===== src/rtl/vga_timing_pkg.sv =====
// Default 640x480@60 timing constants, counter width and controller state encoding.
package vga_timing_pkg;
  localparam int CNT_W = 10;

  localparam int DEF_H_VISIBLE = 640;
  localparam int DEF_H_FRONT   = 16;
  localparam int DEF_H_SYNC    = 96;
  localparam int DEF_H_BACK    = 48;
  localparam int DEF_H_TOTAL   = DEF_H_VISIBLE + DEF_H_FRONT + DEF_H_SYNC + DEF_H_BACK;

  localparam int DEF_V_VISIBLE = 480;
  localparam int DEF_V_FRONT   = 10;
  localparam int DEF_V_SYNC    = 2;
  localparam int DEF_V_BACK    = 33;
  localparam int DEF_V_TOTAL   = DEF_V_VISIBLE + DEF_V_FRONT + DEF_V_SYNC + DEF_V_BACK;

  localparam int   DEF_CLK_PER_PIXEL = 2;
  localparam logic DEF_SYNC_ACTIVE   = 1'b0;

  typedef enum logic [1:0] {
    IDLE     = 2'd0,
    RUN      = 2'd1,
    STOPPING = 2'd2
  } vgaState_t;
endpackage


===== src/rtl/vga_axis_counter.sv =====
// One display axis: wrapping position counter plus registered sync/visible flags
// derived from the next count, so the flags line up with count on the same Clk.
module vga_axis_counter
  import vga_timing_pkg::*;
#(
  parameter int TOTAL      = DEF_H_TOTAL,
  parameter int SYNC_START = 656,
  parameter int SYNC_END   = 751,
  parameter int VISIBLE    = DEF_H_VISIBLE
) (
  input  logic             Clk,
  input  logic             Reset,
  input  logic             clear,
  input  logic             advance,
  output logic [CNT_W-1:0] count,
  output logic             wrap,
  output logic             syncActive,
  output logic             visible
);
  logic             atLast;
  logic [CNT_W-1:0] countNext;

  assign atLast = (count == CNT_W'(TOTAL - 1));
  assign wrap   = advance && atLast;

  always_comb begin
    countNext = count;
    if (clear)
      countNext = '0;
    else if (advance)
      countNext = atLast ? '0 : count + 1'b1;
  end

  always_ff @(posedge Clk or negedge Reset) begin
    if (!Reset) begin
      count      <= '0;
      syncActive <= 1'b0;
      visible    <= 1'b0;
    end else begin
      count      <= countNext;
      syncActive <= !clear && (countNext >= CNT_W'(SYNC_START)) && (countNext <= CNT_W'(SYNC_END));
      visible    <= !clear && (countNext < CNT_W'(VISIBLE));
    end
  end
endmodule


===== src/rtl/vga_timing_controller.sv =====
// VGA raster sequencer: run/stop FSM that only halts on a frame boundary, pixel prescaler, H/V axes.
// IDLE: outputs at reset values | RUN: counting | STOPPING: counting, drop to IDLE at frame end
module vga_timing_controller
  import vga_timing_pkg::*;
#(
  parameter int   H_VISIBLE     = DEF_H_VISIBLE,
  parameter int   H_FRONT       = DEF_H_FRONT,
  parameter int   H_SYNC        = DEF_H_SYNC,
  parameter int   H_BACK        = DEF_H_BACK,
  parameter int   V_VISIBLE     = DEF_V_VISIBLE,
  parameter int   V_FRONT       = DEF_V_FRONT,
  parameter int   V_SYNC        = DEF_V_SYNC,
  parameter int   V_BACK        = DEF_V_BACK,
  parameter int   CLK_PER_PIXEL = DEF_CLK_PER_PIXEL,
  parameter logic SYNC_ACTIVE   = DEF_SYNC_ACTIVE
) (
  input  logic             Clk,
  input  logic             Reset,
  input  logic             Enable,
  output logic             Running,
  output logic             PixelTick,
  output logic [CNT_W-1:0] HCount,
  output logic [CNT_W-1:0] VCount,
  output logic             HSync,
  output logic             VSync,
  output logic             VideoOn,
  output logic             FrameStart
);
  localparam int H_TOTAL = H_VISIBLE + H_FRONT + H_SYNC + H_BACK;
  localparam int V_TOTAL = V_VISIBLE + V_FRONT + V_SYNC + V_BACK;
  localparam int PRE_W   = (CLK_PER_PIXEL > 1) ? $clog2(CLK_PER_PIXEL) : 1;
  localparam logic [PRE_W-1:0] PRE_LAST = PRE_W'(CLK_PER_PIXEL - 1);

  vgaState_t        state, nextState;
  logic [PRE_W-1:0] prescaler, prescalerNext;
  logic             goIdle, frameEnd, hWrap;
  logic             hSyncOn, vSyncOn, hVisible, vVisible;

  always_comb begin
    nextState = state;
    case (state)
      IDLE:     if (Enable) nextState = RUN;
      RUN:      if (!Enable) nextState = STOPPING;
      STOPPING: if (Enable) nextState = RUN;
                else if (frameEnd) nextState = IDLE;
      default:  nextState = IDLE;
    endcase

    goIdle = (nextState == IDLE);

    // Prescaler restarts at 0 on the first RUN Clk and whenever the controller parks.
    prescalerNext = '0;
    if (!goIdle && state != IDLE && prescaler != PRE_LAST)
      prescalerNext = prescaler + 1'b1;
  end

  always_ff @(posedge Clk or negedge Reset) begin
    if (!Reset)
      state <= IDLE;
    else
      state <= nextState;
  end

  always_ff @(posedge Clk or negedge Reset) begin
    if (!Reset) begin
      prescaler  <= '0;
      Running    <= 1'b0;
      PixelTick  <= 1'b0;
      FrameStart <= 1'b0;
    end else begin
      prescaler  <= prescalerNext;
      Running    <= !goIdle;
      PixelTick  <= !goIdle && (prescalerNext == PRE_LAST);
      FrameStart <= !goIdle && ((state == IDLE) || frameEnd);
    end
  end

  vga_axis_counter #(
    .TOTAL     (H_TOTAL),
    .SYNC_START(H_VISIBLE + H_FRONT),
    .SYNC_END  (H_VISIBLE + H_FRONT + H_SYNC - 1),
    .VISIBLE   (H_VISIBLE)
  ) uHAxis (
    .Clk       (Clk),
    .Reset     (Reset),
    .clear     (goIdle),
    .advance   (PixelTick),
    .count     (HCount),
    .wrap      (hWrap),
    .syncActive(hSyncOn),
    .visible   (hVisible)
  );

  // The vertical wrap is exactly the last pixel of the frame.
  vga_axis_counter #(
    .TOTAL     (V_TOTAL),
    .SYNC_START(V_VISIBLE + V_FRONT),
    .SYNC_END  (V_VISIBLE + V_FRONT + V_SYNC - 1),
    .VISIBLE   (V_VISIBLE)
  ) uVAxis (
    .Clk       (Clk),
    .Reset     (Reset),
    .clear     (goIdle),
    .advance   (hWrap),
    .count     (VCount),
    .wrap      (frameEnd),
    .syncActive(vSyncOn),
    .visible   (vVisible)
  );

  assign HSync   = hSyncOn ? SYNC_ACTIVE : ~SYNC_ACTIVE;
  assign VSync   = vSyncOn ? SYNC_ACTIVE : ~SYNC_ACTIVE;
  assign VideoOn = hVisible & vVisible;
endmodule


===== config.mk =====
export PLATFORM = sky130hd
export DESIGN_NAME = vga_timing_controller
export DESIGN_NICKNAME = d
export VERILOG_FILES = /design/src/rtl/vga_timing_pkg.sv /design/src/rtl/vga_axis_counter.sv /design/src/rtl/vga_timing_controller.sv
export SDC_FILE = /design/constraint.sdc
export NUM_CORES = 1
export LEC_CHECK = 0
export BUFFER_PORTS_ARGS = -buffer_cell sky130_fd_sc_hd__buf_2
export CELL_PAD_IN_SITES_DETAIL_PLACEMENT = 0
export CELL_PAD_IN_SITES_GLOBAL_PLACEMENT = 1
export CORE_MARGIN = 8
export CORE_UTILIZATION = 42
export CTS_CLUSTER_SIZE = 14
export DETAILED_ROUTE_END_ITERATION = 10
export GPL_TIMING_DRIVEN = 0
export PLACE_DENSITY_LB_ADDON = 0.3
export REMOVE_ABC_BUFFERS = 1
export SLEW_MARGIN = 20
export SYNTH_ARGS = -nofsm -noshare
export SYNTH_HDL_FRONTEND = slang
export SYNTH_HIERARCHICAL = 1
export SYNTH_SLANG_ARGS = --single-unit

===== constraint.sdc =====
create_clock -name Clk -period 4.1 [get_ports Clk]
set_input_delay 1.23 -clock Clk [delete_from_list [all_inputs] [get_ports Clk]]
set_output_delay 1.23 -clock Clk [all_outputs]
set_load 0.05 [all_outputs]

==> results.sh <==
export IMPL_htree_levels=2
export IMPL_async_reset_ff_share_pct=100
export IMPL_min_path_type="flip-flop to flip-flop"
export IMPL_start_kind="flip-flop"
export IMPL_powerDensity_nw_per_um2=403
export IMPL_grt_util_all_layers_pct=13.2
export IMPL_io_pins=29
export IMPL_crit_arrival_ns=3.84
export IMPL_fin_crit_ns=3.66
export IMPL_startpoint="uHAxis/count[0]"
export IMPL_clock_power_share_pct=47.0
export IMPL_slew_viol_final=0
export IMPL_clock_fmax_mhz=274
export IMPL_syn_avg_cell_area_um2=9.90
export IMPL_p_seq_share_pct=41.1
export IMPL_drive_gt1_share_pct=28.4
export IMPL_ys_seq_area_share_pct=44.6
export IMPL_dpl_hpwl_um=2690
export IMPL_max_stage_delay_ns=0.48
export IMPL_core_area_um2=3940
export IMPL_initial_utilization_pct=42.7
export IMPL_drt_first_iter_violations=75
export IMPL_cap_violations=0
export IMPL_antenna_found_initial=0
export IMPL_end_kind="flip-flop"
export IMPL_clockBufferDepth=2
export IMPL_fin_tns_setup_ns=0
export IMPL_crit_type="flip-flop to flip-flop"
export IMPL_hp_start="prescaler"
export IMPL_grt_remaining_overflow=0
export IMPL_p_leak_uw=0.000882
export IMPL_synthesis_area_um2=1680
export IMPL_peakVddDrop_mv=0.317
export IMPL_power_frac_comb_pct=12.0
export IMPL_crit_chain="ha_1 > nand2_1 > nor2_1 > and3_2 > and3_1 > nand3_1 > inv_1 > inv_1 > a21oi_1 > o21a_1 > nor2b_1 > mux2_4 > a32oi_1 > o211ai_1 > nor4b_2"
export IMPL_cts_inserted_buffers=5
export IMPL_dieArea_um2=6290
export IMPL_cp_depth=15
export IMPL_ant_nets=0
export IMPL_worst_pin_slew_ns=0.685
export IMPL_hold_viol_final=0
export IMPL_rsz0062_at_grt="no"
export IMPL_crit_slowest_cell="dfrtp_1"
export IMPL_placed_area_um2=1840
export IMPL_intPower_uw=592
export IMPL_viasPerCell=5.38
export IMPL_clk_pin_slew_ns=0.07
export IMPL_switching_share_pct=25.7
export IMPL_reg2reg_depth=15
export IMPL_wl_um=3830
export IMPL_endpoint="uHAxis/syncActive"
export IMPL_path_common_cell="inv_1"
export IMPL_synth_edf_count=0
export IMPL_io_buffer_count=28
export IMPL_layout_common_cells="dfrtp_1, buf_2, nor2_1, xor2_1, xnor2_1"
export IMPL_synth_seq_cells=30
export IMPL_reg2reg_slack_ns=0.44
export IMPL_vias=1330
export IMPL_synth_ff_type="dfrtp_1"
export IMPL_holdPathStages=1
export IMPL_setup_violations=0
export IMPL_clock_latency_ns=0.28
export IMPL_first_global_vias=1320
export IMPL_cts_root_buf="clkbuf_8"
export IMPL_cts_tree="done"
export IMPL_crit_fanout=11
export IMPL_p_switching_uw=205
export IMPL_cts_setup_buffers=0
export IMPL_cts_hold_buf=0
export IMPL_fin_area_um2=1980
export IMPL_cts_sinks=30
export IMPL_crit_family="simple AND/OR/NAND/NOR gates"
export IMPL_synthCells=170
export IMPL_cp_required_ns=4.29
export IMPL_antenna_cells=0
export IMPL_crit_buf_inv=2
export IMPL_regToRegStartpoint="uHAxis/count[0]"
export IMPL_num_rows=23
export IMPL_synth_cell_type_count=50
export IMPL_drc=0
export IMPL_fillers=379
export IMPL_grt_max_degree=31
export IMPL_fin_nets=202
export IMPL_status="finished clean"
export IMPL_fin_crit_sh_pct=89.2
export IMPL_finalWeightedCongestion=0.801
export IMPL_postCtsResizedCells=0
export IMPL_yosysWarnings=6
export IMPL_layout_commonest_cell="dfrtp_1"
export IMPL_routedWlPerCell_um=15.5
export IMPL_die_x_um=79.3
export IMPL_drtPass1Iterations=4
export IMPL_chipHeight_um=79.3
export IMPL_syn2layout_area_growth_pct=17.6
export IMPL_maxSlewHeadroom_pct=54.3
export IMPL_grt_pass1_wl_um=6570
export IMPL_clock_skew_ns=0.00785
export IMPL_timing_rr_end="uHAxis/syncActive"
layout make-up:
type / instances / area [um2] / area share, %
Sequential cell: 30 / 751 / 37.9
Inverter: 10 / 37.5 / 1.90
Timing Repair Buffer: 28 / 140 / 7.08
Tap cell: 50 / 62.6 / 3.16
Multi-Input combinational cell: 121 / 846 / 42.7
Clock inverter: 2 / 60.1 / 3.03
Clock buffer: 6 / 82.6 / 4.17
cells in the mapped netlist (all sizes together) (4+ instances only):
cell type | n | area share, %
nand3 | 9 | 3.3
dfrtp | 30 | 45
buf | 8 | 2.8
inv | 10 | 2.2
nor4 | 4 | 2.6
mux2i | 4 | 2.4
nand2 | 9 | 2.2
xnor2 | 9 | 4.7
nor3 | 6 | 2.1
a21oi | 7 | 2.1
nor2 | 22 | 5.5
nand4 | 7 | 3.0
xor2 | 10 | 5.2
sequential cells by signal, indices dropped and copies added, names as in the netlist:
register and cells:
uHAxis/count 10, uVAxis/count 10, state 2, FrameStart 1, PixelTick 1, Running 1
prescaler 1, uHAxis/syncActive 1, uHAxis/visible 1, uVAxis/syncActive 1, uVAxis/visible 1
metal layers:
layer	vias up	wire length [um]	track usage, %
met5	-	0	0
met1	640	1770	16.8
li1	647	-	-
met4	0	80	6.30
met3	9	195	4.18
met2	34	1780	19.7
cell families (layout without fill, tap and decap cells):
family / Yosys count / count (layout) / share of synthesized area [%]
xor+xnor: 19 / 19 / 9.89
compound gates: 23 / 23 / 9.52
flops: 30 / 30 / 44.6
mux: 5 / 5 / 3.27
fa+ha+maj: 3 / 3 / 2.23
simple gates: 71 / 71 / 25.3
buf+inv: 19 / 46 / 5.20
power by group through the flow:
stage,Combinational [uW],Sequential (uW),Clock (uW)
3_5_place_dp,95.6,333,0
5_1_grt,104,329,394
6_report,95.2,327,374
3_3_place_gp,92.7,331,0
4_1_cts,96.3,327,381
2_1_floorplan,36.1,359,0
metrics by stage:
| step | util (%) | total power (uW) | setup slack, ns | cells | hold slack, ns |
|---|---|---|---|---|---|
| 3_5_place_dp | 46.6 | 428 | 0.328 | 239 | 0.423 |
| 3_3_place_gp | 46.6 | 424 | 0.377 | 239 | 0.412 |
| 6_report | 50.2 | 797 | 0.444 | 247 | 0.432 |
| 5_1_grt | 50.2 | 827 | 0.0496 | 247 | 0.441 |
| 4_1_cts | 50.2 | 805 | 0.298 | 247 | 0.432 |
| 2_1_floorplan | - | 395 | 0.560 | 161 | 0.400 |
worst reg2reg max path, cell delays in order (launching register included):
cell and delay, ns:
dfrtp_1 0.48, ha_1 0.23, nand2_1 0.11, nor2_1 0.33, and3_2 0.40, and3_1 0.25, nand3_1 0.13, inv_1 0.13
inv_1 0.08, a21oi_1 0.18, o21a_1 0.36, nor2b_1 0.09, mux2_4 0.28, a32oi_1 0.16, o211ai_1 0.11, nor4b_2 0.24
worst min-delay path by stage:
stage               slack [ns]         to
detailed placement        0.42  PixelTick
CTS                       0.43  PixelTick
finish                    0.43  PixelTick
global placement          0.41  prescaler
global route              0.44  PixelTick
floorplan                 0.40  PixelTick
Power figures use the tool's default switching activity.
